--- src/rtl/mux4_sel_pkg.sv ---
// Shared types and constants for the mux4 select arbiter.
// State encodings, channel/select widths and a one-hot helper.
package mux4_sel_pkg;

  localparam int NUM_CH = 4;
  localparam int SEL_W  = 2;

  typedef enum logic [1:0] {
    ST_IDLE = 2'd0,
    ST_HOLD = 2'd1,
    ST_GAP  = 2'd2
  } state_t;

  function automatic logic [NUM_CH-1:0] onehot4(
    input logic [SEL_W-1:0] idx
  );
    onehot4 = NUM_CH'(1) << idx;
  endfunction

endpackage

--- src/rtl/rr_pick4.sv ---
// Combinational round-robin pick over four requests.
// Scans ptr, ptr+1, .. (mod 4) and reports the first set bit.
import mux4_sel_pkg::*;

module rr_pick4 (
  input  logic [NUM_CH-1:0] req,
  input  logic [SEL_W-1:0]  ptr,
  output logic [SEL_W-1:0]  idx,
  output logic              any
);

  always_comb begin
    idx = '0;
    any = |req;
    // Walk from the farthest offset down so the nearest hit wins.
    for (int k = NUM_CH - 1; k >= 0; k--) begin
      if (req[ptr + SEL_W'(k)]) begin
        idx = ptr + SEL_W'(k);
      end
    end
  end

endmodule

--- src/rtl/mux4_sel_arbiter.sv ---
// Round-robin arbiter driving the 2-bit sel of a 4:1 mux stage.
// MUX4_SEL_PARK_EN: keep the last granted sel through GAP and IDLE.
import mux4_sel_pkg::*;

module mux4_sel_arbiter #(
  parameter int HOLD_CYCLES = 4,
  parameter int CNT_W       = 4
) (
  input  logic              clk,
  input  logic              rst_n,
  input  logic [NUM_CH-1:0] req,
  input  logic              done,
  output logic [SEL_W-1:0]  sel,
  output logic [NUM_CH-1:0] grant,
  output logic              busy,
  output logic              grant_start
);

  localparam logic [CNT_W-1:0] LP_CNT_INIT =
    CNT_W'(HOLD_CYCLES - 1);

  state_t             r_state;
  state_t             w_nx_state;
  logic [CNT_W-1:0]   r_cnt;
  logic [CNT_W-1:0]   w_nx_cnt;
  logic [SEL_W-1:0]   r_ptr;
  logic [SEL_W-1:0]   w_nx_ptr;
  logic [SEL_W-1:0]   r_sel;
  logic [SEL_W-1:0]   w_nx_sel;
  logic [NUM_CH-1:0]  r_grant;
  logic [NUM_CH-1:0]  w_nx_grant;
  logic               r_busy;
  logic               w_nx_busy;
  logic               r_gstart;
  logic               w_nx_gstart;

  logic [SEL_W-1:0]   w_idx;
  logic               w_any;
  logic               w_exit;
  logic [SEL_W-1:0]   w_sel_rest;

  rr_pick4 u_pick (
    .req (req),
    .ptr (r_ptr),
    .idx (w_idx),
    .any (w_any)
  );

`ifdef MUX4_SEL_PARK_EN
  assign w_sel_rest = r_sel;
`else
  assign w_sel_rest = '0;
`endif

  // Coincident end conditions collapse into one exit.
  assign w_exit = (r_cnt == '0) | done | ~req[r_sel];

  always_comb begin
    w_nx_state  = r_state;
    w_nx_cnt    = r_cnt;
    w_nx_ptr    = r_ptr;
    w_nx_sel    = r_sel;
    w_nx_grant  = r_grant;
    w_nx_busy   = r_busy;
    w_nx_gstart = 1'b0;
    unique case (r_state)
      ST_IDLE: begin
        w_nx_sel   = w_sel_rest;
        w_nx_grant = '0;
        w_nx_busy  = 1'b0;
        if (w_any) begin
          w_nx_state  = ST_HOLD;
          w_nx_grant  = onehot4(w_idx);
          w_nx_sel    = w_idx;
          w_nx_busy   = 1'b1;
          w_nx_gstart = 1'b1;
          w_nx_cnt    = LP_CNT_INIT;
        end
      end
      ST_HOLD: begin
        if (w_exit) begin
          w_nx_state = ST_GAP;
          w_nx_ptr   = r_sel + SEL_W'(1);
          w_nx_grant = '0;
          w_nx_busy  = 1'b0;
          w_nx_sel   = w_sel_rest;
        end else begin
          w_nx_cnt = r_cnt - CNT_W'(1);
        end
      end
      ST_GAP: begin
        w_nx_state = ST_IDLE;
        w_nx_sel   = w_sel_rest;
        w_nx_grant = '0;
        w_nx_busy  = 1'b0;
      end
      default: begin
        w_nx_state = ST_IDLE;
        w_nx_cnt   = '0;
        w_nx_sel   = '0;
        w_nx_grant = '0;
        w_nx_busy  = 1'b0;
      end
    endcase
  end

  always_ff @(posedge clk or negedge rst_n) begin
    if (!rst_n) begin
      r_state  <= ST_IDLE;
      r_cnt    <= '0;
      r_ptr    <= '0;
      r_sel    <= '0;
      r_grant  <= '0;
      r_busy   <= 1'b0;
      r_gstart <= 1'b0;
    end else begin
      r_state  <= w_nx_state;
      r_cnt    <= w_nx_cnt;
      r_ptr    <= w_nx_ptr;
      r_sel    <= w_nx_sel;
      r_grant  <= w_nx_grant;
      r_busy   <= w_nx_busy;
      r_gstart <= w_nx_gstart;
    end
  end

  assign sel         = r_sel;
  assign grant       = r_grant;
  assign busy        = r_busy;
  assign grant_start = r_gstart;

endmodule

--- config.mk ---
export PLATFORM = sky130hd
export DESIGN_NAME = mux4_sel_arbiter
export DESIGN_NICKNAME = d
export VERILOG_FILES = /design/src/rtl/mux4_sel_pkg.sv /design/src/rtl/rr_pick4.sv /design/src/rtl/mux4_sel_arbiter.sv
export SDC_FILE = /design/constraint.sdc
export NUM_CORES = 1
export LEC_CHECK = 0
export CAP_MARGIN = 10
export CORE_AREA = 4 4 59 50
export CTS_BUF_LIST = sky130_fd_sc_hd__clkbuf_4
export DETAILED_ROUTE_END_ITERATION = 10
export DIE_AREA = 0 0 63 54
export GPL_ROUTABILITY_DRIVEN = 0
export SLEW_MARGIN = 25
export SYNTH_ARGS = -nofsm -noshare
export SYNTH_HDL_FRONTEND = slang
export SYNTH_SLANG_ARGS = --single-unit
--- constraint.sdc ---
create_clock -name clk -period 2.8 [get_ports clk]
set_clock_uncertainty 0.2 [all_clocks]
set_input_delay 0.56 -clock clk [delete_from_list [all_inputs] [get_ports clk]]
set_output_delay 0.56 -clock clk [all_outputs]
set_load 0.02 [all_outputs]
==> After elaboration in Yosys (flattened, before gate mapping) <==
Index checks and enable logic that the tools add are counted.
{ "op_classes": {"n_addsub": 5, "order_cmp": 5, "n_eq_ne": 5, "shifts": 1, "n_mux": 30, "bitwise": 4, "reduce_logical": 6} }
{ "ops": {"columns": ["operator", "n"], "rows": [
  ["$mux W2", 8],
  ["$mux W4", 4],
  ["$lt A2 B3 Y1 const B", 5],
  ["$pmux W4 S3", 1],
  ["$bmux W1 S2", 5],
  ["$mux W1", 8],
  ["$pmux W2 S2", 2],
  ["$pmux W4 S2", 1],
  ["$add A2 B1 Y2 const B", 2],
  ["$add A2 B2 Y2 const B", 2],
  ["$logic_not A4 Y1", 1],
  ["$ne A2 B2 Y1 const B", 2],
  ["$reduce_and A2 Y1", 2],
  ["$reduce_or A4 Y1", 1],
  ["$shl A1 B2 Y4 const A", 1],
  ["$sub A4 B1 Y4 const B", 1],
  ["$reduce_and A3 Y1", 1],
  ["$eq A2 B1 Y1 const B", 1],
  ["$eq A2 B2 Y1 const B", 1],
  ["$logic_not A2 Y1", 1],
  ["$ne A2 B1 Y1 const B", 1],
  ["$not A1 Y1", 2],
  ["$or A1 B1 Y1", 2],
  ["$pmux W1 S2", 1]
]} }
{ "totals": {"ff_bits": 16, "wordCells": 63} }

==> Logic depth before layout (Yosys ltp) <==
{ "depth": {"word_depth": 10, "depth_mapped": 6} }

==> Cells and area by module <==
Synthesis repeated with hierarchy kept, for this count alone.
{ "unflattened": {"hier_cells": 80, "hier_area_um2": 845.8} }
{ "modules_own_cells": {"columns": ["mod", "n_inst", "cells_per_inst", "area_per_inst_um2", "seq_area_each_um2"], "rows": [
  ["mux4_sel_arbiter", 1, 67, 768.2, 400.4],
  ["rr_pick4", 1, 13, 77.6, 0.0]
]} }

==> Least setup slack after synthesis <==
No wires, ideal clock.
{ "synth_path": {"kind": "register -> register", "startpoint": "reg r_cnt[0]", "endpoint": "reg r_ptr[1]", "setup_ns": 0.125, "arrival_ns": 1.609, "t_required_ns": 2.475, "setup_slack_ns": 0.866, "path_stages_with_launch": 6, "n_path_buf": 0, "cell_sequence": "dfrtp_1 inv_1 ha_1 or3b_2 a21oi_2 mux2_2"} }
{ "synth_via": {"elab_chain_len": 4} }
{ "synth_rtl": {"columns": ["element", "line", "text"], "rows": [
  ["start: declaration", "mux4_sel_arbiter.sv:24", "logic [CNT_W-1:0] r_cnt;"],
  ["start signal: assignment", "mux4_sel_arbiter.sv:118", "r_cnt <= w_nx_cnt;"],
  ["$logic_not A4 Y1", "mux4_sel_arbiter.sv:56", "assign w_exit = (r_cnt == '0) | done | ~req[r_sel];"],
  ["$or A1 B1 Y1 (2 in series)", "mux4_sel_arbiter.sv:56", null],
  ["$reduce_and A2 Y1 (no source line)", null, null],
  ["end signal: assignment", "mux4_sel_arbiter.sv:119", "r_ptr <= w_nx_ptr;"],
  ["end: declaration", "mux4_sel_arbiter.sv:26", "logic [SEL_W-1:0] r_ptr;"]
]} }
Every way passes these cells.
A chain may end at the register's enable or synchronous reset.

==> Worst setup path after layout <==
{ "layout_path": {"startpoint": "reg r_sel[0], in the netlist sel[0]", "endpoint": "out sel[0]"} }
{ "layout_lines": {"columns": ["element", "line", "text"], "rows": [
  ["start: declaration", "mux4_sel_arbiter.sv:28", "logic [SEL_W-1:0] r_sel;"],
  ["start signal: assignment", "mux4_sel_arbiter.sv:120", "r_sel <= w_nx_sel;"],
  ["end: declaration", "mux4_sel_arbiter.sv:13", "output logic [SEL_W-1:0] sel,"]
]} }
No word-level cell between the ends.

==> out/metrics.cfg <==
[finish]
n_antenna_cell=0
layout.cells.most_common=sky130_fd_sc_hd__dfrtp_1
layout.nets=106
areaGrowthSynthToFinish_pct=22.6
final_cell_mix=sky130_fd_sc_hd__dfrtp_1, sky130_fd_sc_hd__clkdlybuf4s50_1, sky130_fd_sc_hd__inv_1, sky130_fd_sc_hd__o21ai_0
final_layout_size_suffix_gt1_share_pct=15.6

[power]
power.switching_fraction_pct=40.7
internal_power_mw=0.614
clockPowerShare_pct=12.1
p_sw_mw=0.422
seq_power_share_pct=39.2
leakage_component_of_the_power_nw=0.466
vdd_drop_max_uv=381
pwr_density_cell_nw_per_um2=955
portion_of_total_power_attributed_to_combinational_logic_pct=48.7

[grt]
grt_pass1_vias=675
global_route.usage.met3_pct=5.64
global_route.peak_usage_layer=met2
grt_use_met1_pct=17.0
globalRouteTotalUtil_pct=12.6
grt_max_degree=17
first_pass_grt_wire_length_um=3230
met2_usage_pct=17.7
grt_antenna_before_repair=0
grt_overflow_total=0

[sta]
setup_total_negative_slack_ns=0
drv_slew=0
rsz_0062_raised_after_global_routing=no
max_slew.worst_pin.slew_ns=0.711
setup_violations=0
setup_slack_ns=0.632
hold_violation_count_in_the_final_report=0
achievable-frequency_mhz=461
period_minus_slack_ns=2.17
period_share_pct=77.4
timing.slew.headroom_pct=52.4

[outcome]
outcome=finished, final reports clean

[routing]
average_vias_per_placed_instance=5.44
route.detailed.wl_per_inst_um=15.3
first_iter_violations=23
drtPass1Iterations=4
antenna_violating_nets_post_route=0
drt_drc_violations_left=0
route.final.wire_length_um=1880
vias=669

[die]
die_height_um=54
fp.dieW_um=63
floorplan.core_area_um2=2380
num_io_pins=15
die-area_um2=3400
placement_rows=16
initial_core_util_pct=37.1

[synth]
synthesis.instances=78
ys.warnings.count=0
count_of_flip_flops_with_a_built_in_enable_after_synthesis=0
synth_cell_types=39
async_flop_share_pct=100
synth_flop_cell=sky130_fd_sc_hd__dfrtp_1
syn_nets=87
yosysSeqAreaShare_pct=45.3
synth.cell_area_um2=885
syn-mean-instance-area_um2=11.3
synth.ff_latch_count=16

[critical_path]
path_cells=clkdlybuf4s50_1
critPathSlowestCell=sky130_fd_sc_hd__clkdlybuf4s50_1
data_arrival_time_of_the_critical_path_ns=1.41
critPathRequiredTime_ns=2.04
worst-path-max-fanout=6
critical-path-max-stage-delay_ns=0.65
cp_num_buf_inv=1
cp_top_family=buffers and inverters
worstSetupEndpointType=primary output
critPathKind=flop to primary output
worstSetupStartpointType=flop

[cts]
postCtsSetupRepairBufs=0
clockRootBuffer=sky130_fd_sc_hd__clkbuf_4
cts.reportedPaths.clkPinSlew_ns=0.09
htreeDepth=1
insertion_delay_ns=0.28
cts_num_sinks=16
cts_repair_resize_count=0
max-clock-path-buffers=2
cts_tree=done
cts_buffers=3
postCtsHoldBufs=0

[placed_design]
hpwlAfterDp_um=1430
placement.setup.worst_slack_ns=0.351
port-buffer-count=14

[hold_path]
hold_path_class=flop to flop

[flow_run]
timing.max_cap.violations=0

-- cells in the mapped netlist, types with 2 or more instances --
cell                        instances  area share (%)
sky130_fd_sc_hd__mux2i_1            3             3.4
sky130_fd_sc_hd__a211o_1            2             2.0
sky130_fd_sc_hd__nand2_1            2            0.85
sky130_fd_sc_hd__o211ai_1           2             1.7
sky130_fd_sc_hd__nor2b_1            2             1.4
sky130_fd_sc_hd__ha_1               2             2.8
sky130_fd_sc_hd__o21ai_1            2             1.1
sky130_fd_sc_hd__nor4_1             3             2.1
sky130_fd_sc_hd__inv_1              6             2.5
sky130_fd_sc_hd__dfrtp_1           16              45
sky130_fd_sc_hd__nor3b_1            2             1.7
sky130_fd_sc_hd__o21a_1             3             2.5
sky130_fd_sc_hd__a22o_1             3             3.0
sky130_fd_sc_hd__o2bb2ai_1          2             2.0
sky130_fd_sc_hd__o21ai_0            4             2.3
-- cell families after synthesis --
family	count (synthesis)	synth area share [%]
buffers and inverters	6	2.55
xor gates and xnor gates	1	0.990
and+or+nand+nor	20	17.1
adders and majority gates	2	2.83
AOI/OAI and AO/OA	29	26.6
muxes	4	4.67
DFF	16	45.3
-- final timing paths --
check,startpoint,to,slack [ns],cells after the start
worst min register to register,busy$_DFFE_PN0P_,busy$_DFFE_PN0P_,0.30,1
worst min-delay path,busy$_DFFE_PN0P_,busy$_DFFE_PN0P_,0.30,1
worst max register to register,r_cnt[0]$_DFFE_PN0P_,r_ptr[1]$_DFFE_PN0P_,0.76,5
worst max-delay path,sel[0]$_DFFE_PN0P_,sel[0],0.63,1
max in group asynchronous,rst_n,grant[1]$_DFFE_PN0P_,1.46,1
min in group asynchronous,rst_n,r_cnt[2]$_DFFE_PN0P_,0.49,1
-- flip-flops by register name, indices dropped and copies added (netlist names) --
signal and flops:
grant 4, r_ptr 2, r_state 2, grant_start 1
r_cnt 4, sel 2, busy 1
-- area by class of cell --
class | count | area (um^2)
Timing Repair Buffer | 14 | 140
Inverter | 6 | 22.5
Fill cell | 220 | 1300
Multi-Input combinational cell | 56 | 462
Tap cell | 27 | 33.8
Clock inverter | 1 | 3.75
Sequential cell | 16 | 400
Clock buffer | 3 | 22.5
-- per-stage QoR --
| stage | area, um^2 | util (%) | total power [mW] | hold WS (ns) | std cells |
|---|---|---|---|---|---|
| 2_1_floorplan | 885 | - | 0.729 | 0.0644 | 78 |
| 3_3_place_gp | 1060 | 44.4 | 0.909 | 0.274 | 119 |
| 3_5_place_dp | 1060 | 44.4 | 0.914 | 0.277 | 119 |
| 4_1_cts | 1080 | 45.5 | 1.05 | 0.305 | 123 |
| 5_1_grt | 1080 | 45.5 | 1.11 | 0.336 | 123 |
| 6_report | 1080 | 45.5 | 1.04 | 0.302 | 123 |
-- per-layer routing --
| metal | vias up | part of all wire (%) |
|---|---|---|
| met5 | - | 0 |
| met4 | 0 | 0.37 |
| met3 | 2 | 6.2 |
| met2 | 17 | 41 |
| met1 | 315 | 52 |
| li1 | 335 | - |
-- power by group through the flow --
stage | registers (mW) | clock network (mW) | logic (mW)
2_1_floorplan | 0.448 | 0 | 0.281
3_3_place_gp | 0.411 | 0 | 0.497
3_5_place_dp | 0.409 | 0 | 0.506
4_1_cts | 0.407 | 0.133 | 0.509
5_1_grt | 0.423 | 0.143 | 0.549
6_report | 0.406 | 0.126 | 0.504
(Power assumes the default switching activity.)
